[config.mk]
export PLATFORM = sky130hd
export DESIGN_NAME = crt_converter
export DESIGN_NICKNAME = d
export VERILOG_FILES = /design/src/rtl/crt_pkg.sv /design/src/rtl/crt_term.sv /design/src/rtl/crt_converter.sv
export SDC_FILE = /design/constraint.sdc
export NUM_CORES = 1
export LEC_CHECK = 0
export CORE_MARGIN = 2
export CORE_UTILIZATION = 45
export DETAILED_ROUTE_END_ITERATION = 8
export PLACE_DENSITY = 0.64
export SYNTH_ARGS = -nofsm -noshare
export SYNTH_HDL_FRONTEND = slang
export SYNTH_SLANG_ARGS = --single-unit
[constraint.sdc]
create_clock -name i_clock -period 23.4 [get_ports i_clock]
set_input_delay 2.34 -clock i_clock [delete_from_list [all_inputs] [get_ports i_clock]]
set_output_delay 2.34 -clock i_clock [all_outputs]
set_load 0.005 [all_outputs]
[src/rtl/crt_pkg.sv]
// Shared definitions for the residue-to-binary (CRT) converter.
//   - FSM state encoding
//   - MAX_MOD / MOD_W sizing constants
//   - constant functions used at elaboration to derive the modulus product,
//     the per-channel cofactors M/m_i and the result width
package crt_pkg;

    localparam int MAX_MOD = 4;
    localparam int MOD_W   = 4;   // every modulus lies in 2..15

    typedef enum logic [1:0] {
        ST_SETUP = 2'd0,
        ST_IDLE  = 2'd1,
        ST_ACC   = 2'd2,
        ST_DONE  = 2'd3
    } crt_state_e;

    function automatic int mod_sel(input int i, input int m0, input int m1,
                                   input int m2, input int m3);
        case (i)
            0:       return m0;
            1:       return m1;
            2:       return m2;
            default: return m3;
        endcase
    endfunction

    // Product of the first n moduli.
    function automatic int mod_product(input int n, input int m0, input int m1,
                                       input int m2, input int m3);
        int p;
        p = m0 * m1;
        if (n > 2) p = p * m2;
        if (n > 3) p = p * m3;
        return p;
    endfunction

    // Bits needed to hold 0..m-1.
    function automatic int result_width(input int m);
        return (m <= 2) ? 1 : $clog2(m);
    endfunction

    // M/m_i for a used channel, 0 for an unused one.
    function automatic int cofactor(input int n, input int i, input int m0,
                                    input int m1, input int m2, input int m3);
        if (i >= n) return 0;
        return mod_product(n, m0, m1, m2, m3) / mod_sel(i, m0, m1, m2, m3);
    endfunction

    function automatic int cof_mod(input int cof, input int m);
        return (m == 0) ? 0 : cof % m;
    endfunction

endpackage

[src/rtl/crt_term.sv]
// One CRT term: ((r * inv) mod m) * (M/m), purely combinational.
// Ports:
//   i_res  - channel residue r_i
//   i_inv  - cached inverse inv_i
//   i_mod  - channel modulus m_i (2..15)
//   i_cof  - cofactor M/m_i
//   o_term - resulting term, always < M for a legal residue
module crt_term
    import crt_pkg::*;
#(
    parameter int RES_W = 4,
    parameter int OUT_W = 16
) (
    input  logic [RES_W-1:0] i_res,
    input  logic [MOD_W-1:0] i_inv,
    input  logic [MOD_W-1:0] i_mod,
    input  logic [OUT_W-1:0] i_cof,
    output logic [OUT_W-1:0] o_term
);

    localparam int PW = RES_W + MOD_W;   // r * inv width
    localparam int RW = PW + MOD_W;      // room for m << (PW-1)

    logic [PW-1:0] w_prod;
    logic [RW-1:0] w_rem;

    // Narrow restoring reduction: subtract m<<k for k high to low. Each step
    // keeps rem < m<<k, so after k=0 the remainder is below m.
    always_comb begin
        w_prod = PW'(i_res) * PW'(i_inv);
        w_rem  = RW'(w_prod);
        for (int k = PW - 1; k >= 0; k--) begin
            if (w_rem >= (RW'(i_mod) << k))
                w_rem = w_rem - (RW'(i_mod) << k);
        end
        o_term = OUT_W'(w_rem) * i_cof;
    end

endmodule

[src/rtl/crt_converter.sv]
// Residue-number to binary converter using the Chinese Remainder Theorem.
// After reset the block searches the modular inverses once (SETUP), then
// converts one word at a time: capture in IDLE, one channel per cycle in ACC
// plus one output-latch cycle, result held in DONE until accepted.
// Ports:
//   i_clock, i_reset_n        - clock, async active-low reset
//   i_in_valid / o_in_ready   - input handshake, i_in_residues packed per channel
//   o_out_valid / i_out_ready - output handshake
//   o_out_value, o_out_error  - binary result / illegal-residue flag
//   o_config_error            - sticky: moduli not pairwise coprime
module crt_converter
    import crt_pkg::*;
#(
    parameter int NUM_MOD = 3,
    parameter int MOD0    = 8,
    parameter int MOD1    = 7,
    parameter int MOD2    = 5,
    parameter int MOD3    = 1,
    parameter int RES_W   = 4,
    parameter int OUT_W   = 16
) (
    input  logic                     i_clock,
    input  logic                     i_reset_n,
    input  logic                     i_in_valid,
    output logic                     o_in_ready,
    input  logic [NUM_MOD*RES_W-1:0] i_in_residues,
    output logic                     o_out_valid,
    input  logic                     i_out_ready,
    output logic [OUT_W-1:0]         o_out_value,
    output logic                     o_out_error,
    output logic                     o_config_error
);

    localparam int M_PROD = mod_product(NUM_MOD, MOD0, MOD1, MOD2, MOD3);
    localparam int CH_W   = 3;                 // counts up to NUM_MOD inclusive
    localparam int IDX_W  = $clog2(MAX_MOD);
    localparam int AMOD0  = cof_mod(cofactor(NUM_MOD, 0, MOD0, MOD1, MOD2, MOD3), MOD0);

    if (NUM_MOD < 2 || NUM_MOD > MAX_MOD) begin : g_bad_num
        $error("crt_converter: NUM_MOD must be 2..4");
    end
    if (OUT_W < result_width(M_PROD)) begin : g_bad_width
        $error("crt_converter: OUT_W too narrow for the modulus product");
    end

    // Per-channel constants: modulus, cofactor M/m_i and (M/m_i) mod m_i.
    logic [MAX_MOD-1:0][MOD_W-1:0] w_mod;
    logic [MAX_MOD-1:0][MOD_W-1:0] w_amod;
    logic [MAX_MOD-1:0][OUT_W-1:0] w_cof;

    for (genvar g = 0; g < MAX_MOD; g++) begin : g_const
        localparam int MG  = mod_sel(g, MOD0, MOD1, MOD2, MOD3);
        localparam int COF = cofactor(NUM_MOD, g, MOD0, MOD1, MOD2, MOD3);
        assign w_mod[g]  = MOD_W'(MG);
        assign w_cof[g]  = OUT_W'(COF);
        assign w_amod[g] = MOD_W'(cof_mod(COF, MG));
    end

    crt_state_e                    r_state, w_state_nxt;
    logic [CH_W-1:0]               r_ch;
    logic [MOD_W-1:0]              r_cand;
    logic [MOD_W-1:0]              r_prod;    // r_cand * amod mod m
    logic [MAX_MOD-1:0][MOD_W-1:0] r_inv;
    logic                          r_cfg_err;
    logic [MAX_MOD-1:0][RES_W-1:0] r_res;
    logic [OUT_W-1:0]              r_acc;
    logic                          r_err;
    logic [OUT_W-1:0]              r_out_value;
    logic                          r_out_error;

    logic [IDX_W-1:0] w_idx, w_idx_nxt;
    logic [OUT_W-1:0] w_term, w_acc_nxt;
    logic [OUT_W:0]   w_sum;
    logic [MOD_W:0]   w_prod_sum;
    logic [MOD_W-1:0] w_prod_nxt;
    logic             w_hit, w_exhausted, w_last_ch, w_acc_end, w_in_err;
    logic             w_in_ready, w_out_valid;

    assign w_idx     = r_ch[IDX_W-1:0];
    assign w_idx_nxt = w_idx + IDX_W'(1);

    // Inverse search: candidate c hits when c*(M/m) == 1 mod m. The product is
    // stepped by adding amod each cycle, so no multiply or divide is needed.
    assign w_prod_sum  = {1'b0, r_prod} + {1'b0, w_amod[w_idx]};
    assign w_prod_nxt  = (w_prod_sum >= {1'b0, w_mod[w_idx]})
                       ? MOD_W'(w_prod_sum - {1'b0, w_mod[w_idx]})
                       : w_prod_sum[MOD_W-1:0];
    assign w_hit       = (r_prod == MOD_W'(1));
    assign w_exhausted = (r_cand == w_mod[w_idx] - MOD_W'(1));
    assign w_last_ch   = (r_ch == CH_W'(NUM_MOD - 1));
    assign w_acc_end   = (r_ch == CH_W'(NUM_MOD));

    crt_term #(.RES_W(RES_W), .OUT_W(OUT_W)) u_term (
        .i_res  (r_res[w_idx]),
        .i_inv  (r_inv[w_idx]),
        .i_mod  (w_mod[w_idx]),
        .i_cof  (w_cof[w_idx]),
        .o_term (w_term)
    );

    // Both operands are below M, so one conditional subtract reduces the sum.
    assign w_sum     = {1'b0, r_acc} + {1'b0, w_term};
    assign w_acc_nxt = (w_sum >= (OUT_W+1)'(M_PROD))
                     ? OUT_W'(w_sum - (OUT_W+1)'(M_PROD))
                     : w_sum[OUT_W-1:0];

    always_comb begin
        w_in_err = 1'b0;
        for (int i = 0; i < NUM_MOD; i++) begin
            if (32'(i_in_residues[i*RES_W +: RES_W]) >= 32'(w_mod[i]))
                w_in_err = 1'b1;
        end
    end

    always_ff @(posedge i_clock or negedge i_reset_n) begin
        if (!i_reset_n) r_state <= ST_SETUP;
        else            r_state <= w_state_nxt;
    end

    always_comb begin
        w_state_nxt = r_state;
        w_in_ready  = 1'b0;
        w_out_valid = 1'b0;
        case (r_state)
            ST_SETUP: if (!r_cfg_err && w_hit && w_last_ch) w_state_nxt = ST_IDLE;
            ST_IDLE: begin
                w_in_ready = 1'b1;
                if (i_in_valid) w_state_nxt = ST_ACC;
            end
            ST_ACC:   if (w_acc_end) w_state_nxt = ST_DONE;
            ST_DONE: begin
                w_out_valid = 1'b1;
                if (i_out_ready) w_state_nxt = ST_IDLE;
            end
            default:  w_state_nxt = ST_SETUP;
        endcase
    end

    always_ff @(posedge i_clock or negedge i_reset_n) begin
        if (!i_reset_n) begin
            r_ch        <= '0;
            r_cand      <= MOD_W'(1);
            r_prod      <= MOD_W'(AMOD0);
            r_inv       <= '0;
            r_cfg_err   <= 1'b0;
            r_res       <= '0;
            r_acc       <= '0;
            r_err       <= 1'b0;
            r_out_value <= '0;
            r_out_error <= 1'b0;
        end else begin
            case (r_state)
                ST_SETUP: begin
                    if (!r_cfg_err) begin
                        if (w_hit) begin
                            r_inv[w_idx] <= r_cand;
                            if (w_last_ch) begin
                                r_ch <= '0;
                            end else begin
                                r_ch   <= r_ch + CH_W'(1);
                                r_cand <= MOD_W'(1);
                                r_prod <= w_amod[w_idx_nxt];
                            end
                        end else if (w_exhausted) begin
                            r_cfg_err <= 1'b1;   // parks SETUP until reset
                        end else begin
                            r_cand <= r_cand + MOD_W'(1);
                            r_prod <= w_prod_nxt;
                        end
                    end
                end
                ST_IDLE: begin
                    if (i_in_valid) begin
                        for (int i = 0; i < NUM_MOD; i++)
                            r_res[i] <= i_in_residues[i*RES_W +: RES_W];
                        r_acc <= '0;
                        r_err <= w_in_err;
                        r_ch  <= '0;
                    end
                end
                ST_ACC: begin
                    // Channels 0..NUM_MOD-1 accumulate; the extra step latches
                    // the result so DONE holds it independent of r_acc.
                    if (w_acc_end) begin
                        r_out_value <= r_err ? '0 : r_acc;
                        r_out_error <= r_err;
                    end else begin
                        r_acc <= w_acc_nxt;
                        r_ch  <= r_ch + CH_W'(1);
                    end
                end
                default: ;
            endcase
        end
    end

    assign o_in_ready     = w_in_ready;
    assign o_out_valid    = w_out_valid;
    assign o_out_value    = r_out_value;
    assign o_out_error    = r_out_error;
    assign o_config_error = r_cfg_err;

endmodule

==> results by group <==
Yosys
  • EDFF count, synth: 0
  • Synth warnings: 4
  • Async SR Flop Fraction: 100.0%
  • Syn Nets: 1,392
  • Average size of a mapped cell: 8.709 um^2
  • Sequential area share after synthesis: 18.29%
  • Mapped cell area: 10,420 um^2
  • Yosys reg bits: 76
  • Yosys cell types: 94
  • Synth Flop Type: dfrtp_1
  • Syn Inst Count: 1,196

Routing
  • Drt first pass iters: 4
  • DR DRC count: 0
  • DRT iter0 DRCs: 394
  • Vias/cell: 5.659
  • WL final: 24,310 um
  • Routed Antenna Nets: 0
  • Avg WL per Cell: 15.75 um
  • Vias: 8,738

Worst setup path
  • Top cell by count, worst path: ha_1
  • CP max-delay cell: fa_1
  • Critical path destination: r_acc[9]$_DFFE_PN0P_
  • CP top delay family: adder cells
  • Register-to-Register Path Depth: 104
  • Crit Path Max Fanout: 12
  • Critical Path Start: r_ch[1]$_DFFE_PN0P_
  • Endpoint class of the critical path: register
  • CP Data Required Time: 23.60 ns
  • R2r setup slk: 1.25 ns
  • End of the worst register-to-register path: r_acc[9]$_DFFE_PN0P_
  • Worst path max stage delay: 0.55 ns
  • Buf/Inv on CP: 13
  • Arr. time, crit path: 22.35 ns
  • Setup CP Type: reg -> reg
  • CP Depth: 104
  • Worst Setup Start Kind: register
  • Reg2reg start: r_ch[1]$_DFFE_PN0P_

Die
  • Die X: 156.1 um
  • Die Area: 24,380 um^2
  • Die height: 156.1 um
  • Cell Rows: 55
  • I/O pin total: 36
  • Core Area: 22,710 um^2
  • Starting Density: 45.87%

Place
  • Port Buf Inserts: 35
  • Place WS: -0.3247 ns
  • DP Wirelength: 19,110 um
  • RePlAce Congestion: 0.8997

STA
  • TNS Setup: 0 ns
  • Relative slew slack: 34.00%
  • Fin crit period: 22.15 ns
  • Fmax: 45.15 MHz
  • WHS: 0.4867 ns
  • Fin crit share: 94.65%
  • Max Slew Vio Count: 0
  • Final setup viols: 0
  • Skew final: 0.01313 ns
  • Tightest Pin Transition: 0.9876 ns
  • Final number of hold-violating endpoints: 0
  • Worst setup margin: 1.252 ns

Job
  • Max Cap Viol: 0

CTS
  • Maximum clock path buffer count: 2
  • CTS sink count: 76
  • H-tree level count: 3
  • Skew-Pair Late Insertion Delay: 0.34 ns
  • Clk root buf: clkbuf_16
  • Number of CTS-inserted buffers: 9
  • Clk pin slew, worst setup/hold paths: 0.07 ns
  • CTS tree: done

Hold path
  • Tightest Hold Check Type: reg -> reg

Final layout
  • Final #Nets: 1,450
  • Antenna diode count: 0
  • Share of post-route cells with drive strength above 1: 14.30%
  • Layout area overhead: 14.33%

Global route
  • Gr usage total: 20.54%
  • First-pass GRT wire length: 41,790 um
  • Vias in the first global route: 8,694
  • Largest net degree at the start of global routing: 77
  • GRT Residual Overflow: 0
  • Initial antenna violation count: 0

Outcome
  • Outcome: finished, final reports clean
## state kept, by name (all words and copies together) (netlist names)
register        flops
o_out_value        16
r_acc              16
r_inv              16
r_res              12
r_cand              4
r_prod              4
r_ch                3
r_state             2
o_config_error      1
o_out_error         1
r_err               1
## placed cells by master, fill, tap and decap left out, types with 10 or more instances in the layout
| master | count |
|---|---|
| ha_1 | 139 |
| inv_1 | 108 |
| nand2_1 | 106 |
| o21ai_0 | 87 |
| dfrtp_1 | 71 |
| nor2_1 | 54 |
| xnor2_1 | 52 |
| a21oi_1 | 47 |
| and2_1 | 44 |
| fa_1 | 41 |
| nand2b_1 | 37 |
| buf_4 | 37 |
| clkdlybuf4s50_1 | 34 |
| mux2_2 | 33 |
| a21o_1 | 27 |
| xor2_1 | 22 |
| mux2i_1 | 20 |
| nor2b_1 | 16 |
| nand4_1 | 15 |
| nor3_1 | 15 |
| nand3_1 | 13 |
| o21ai_1 | 11 |
| a21oi_2 | 11 |
| a211oi_1 | 10 |
| o21bai_1 | 10 |
## cell usage after synthesis (10+ instances only)
| cell | n | share of area, % |
|---|---|---|
| nor2b_1 | 18 | 1.1 |
| nand4_1 | 15 | 0.90 |
| a211oi_1 | 10 | 0.72 |
| o21ai_0 | 95 | 4.6 |
| a21oi_1 | 60 | 2.9 |
| xor2_1 | 22 | 1.8 |
| nand2b_1 | 37 | 2.2 |
| nand3_1 | 14 | 0.67 |
| clkbuf_1 | 19 | 0.68 |
| mux2i_1 | 25 | 2.4 |
| xnor2_1 | 55 | 4.6 |
| a21o_1 | 27 | 1.9 |
| nor2_1 | 54 | 1.9 |
| nor3_1 | 17 | 0.82 |
| ha_1 | 139 | 17 |
| dfrtp_1 | 73 | 18 |
| nand2_1 | 108 | 3.9 |
| inv_1 | 108 | 3.9 |
| o21bai_1 | 10 | 0.72 |
| mux2_2 | 33 | 3.6 |
| and2_1 | 44 | 2.6 |
| fa_1 | 41 | 7.9 |
## worst min-delay path: stages (launching register included)
cell	delay [ns]
dfrtp_1	0.35
nand2_1	0.05
o31ai_1	0.05
## cells by family (layout without fill, tap and decap cells)
group	after synthesis	count (layout)	synth area share (%)
and+or+nand+nor	350	350	17.61
DFF	76	76	18.29
muxes	64	64	7.123
AOI/OAI and AO/OA	309	309	20.32
buffers and inverters	138	201	5.117
adders and majority gates	180	180	24.58
xor gates and xnor gates	79	79	6.955
## metrics by stage
step,util (%),area [um^2],std cells
2_1_floorplan,-,10420,1196
3_3_place_gp,49.11,11150,1508
3_5_place_dp,49.11,11150,1508
4_1_cts,50.56,11480,1524
5_1_grt,52.44,11910,1544
6_report,52.44,11910,1544
## cell type report
| type | instances | area (um^2) |
|---|---|---|
| clock inverters | 7 | 90.09 |
| clock buffers | 9 | 225.2 |
| inverters | 111 | 416.7 |
| repair buffers | 74 | 648.1 |
| flip-flops and latches | 76 | 1908 |
| well taps | 285 | 356.6 |
| fillers | 2093 | 10800 |
| multi-input cells | 982 | 8264 |
## layer usage
metal  track usage, %  wire length, um  vias to the layer above
met3            1.611              612                       30
met5                0                0                        -
li1                 -                -                     4370
met4            4.543              323                        0
met1            28.97            12090                     4174
met2            34.49            11280                      164
## worst min path at each step
stage / start / end / slack (ns) / cells after the start
floorplan: r_prod[0]$_DFFE_PN1P_ / r_prod[0]$_DFFE_PN1P_ / 0.46 / 2
global placement: o_out_value[4]$_DFFE_PN0P_ / o_out_value[4]$_DFFE_PN0P_ / 0.47 / 2
detailed placement: o_out_value[1]$_DFFE_PN0P_ / o_out_value[1]$_DFFE_PN0P_ / 0.47 / 2
CTS: o_out_value[1]$_DFFE_PN0P_ / o_out_value[1]$_DFFE_PN0P_ / 0.49 / 2
global route: o_out_value[2]$_DFFE_PN0P_ / o_out_value[2]$_DFFE_PN0P_ / 0.51 / 2
finish: o_out_value[1]$_DFFE_PN0P_ / o_out_value[1]$_DFFE_PN0P_ / 0.49 / 2
## timing repair
action | CTS | global route
pin swaps | 1 | 17
endpoints found under the setup margin | 13 | 13
hold buffers | 0 | 0
resized for setup | 3 | 66
buffers inserted | 0 | 20
Power is left out: the tool's default activity adds up to more than one toggle a clock period on the data nets, which glitch-free logic cannot reach.
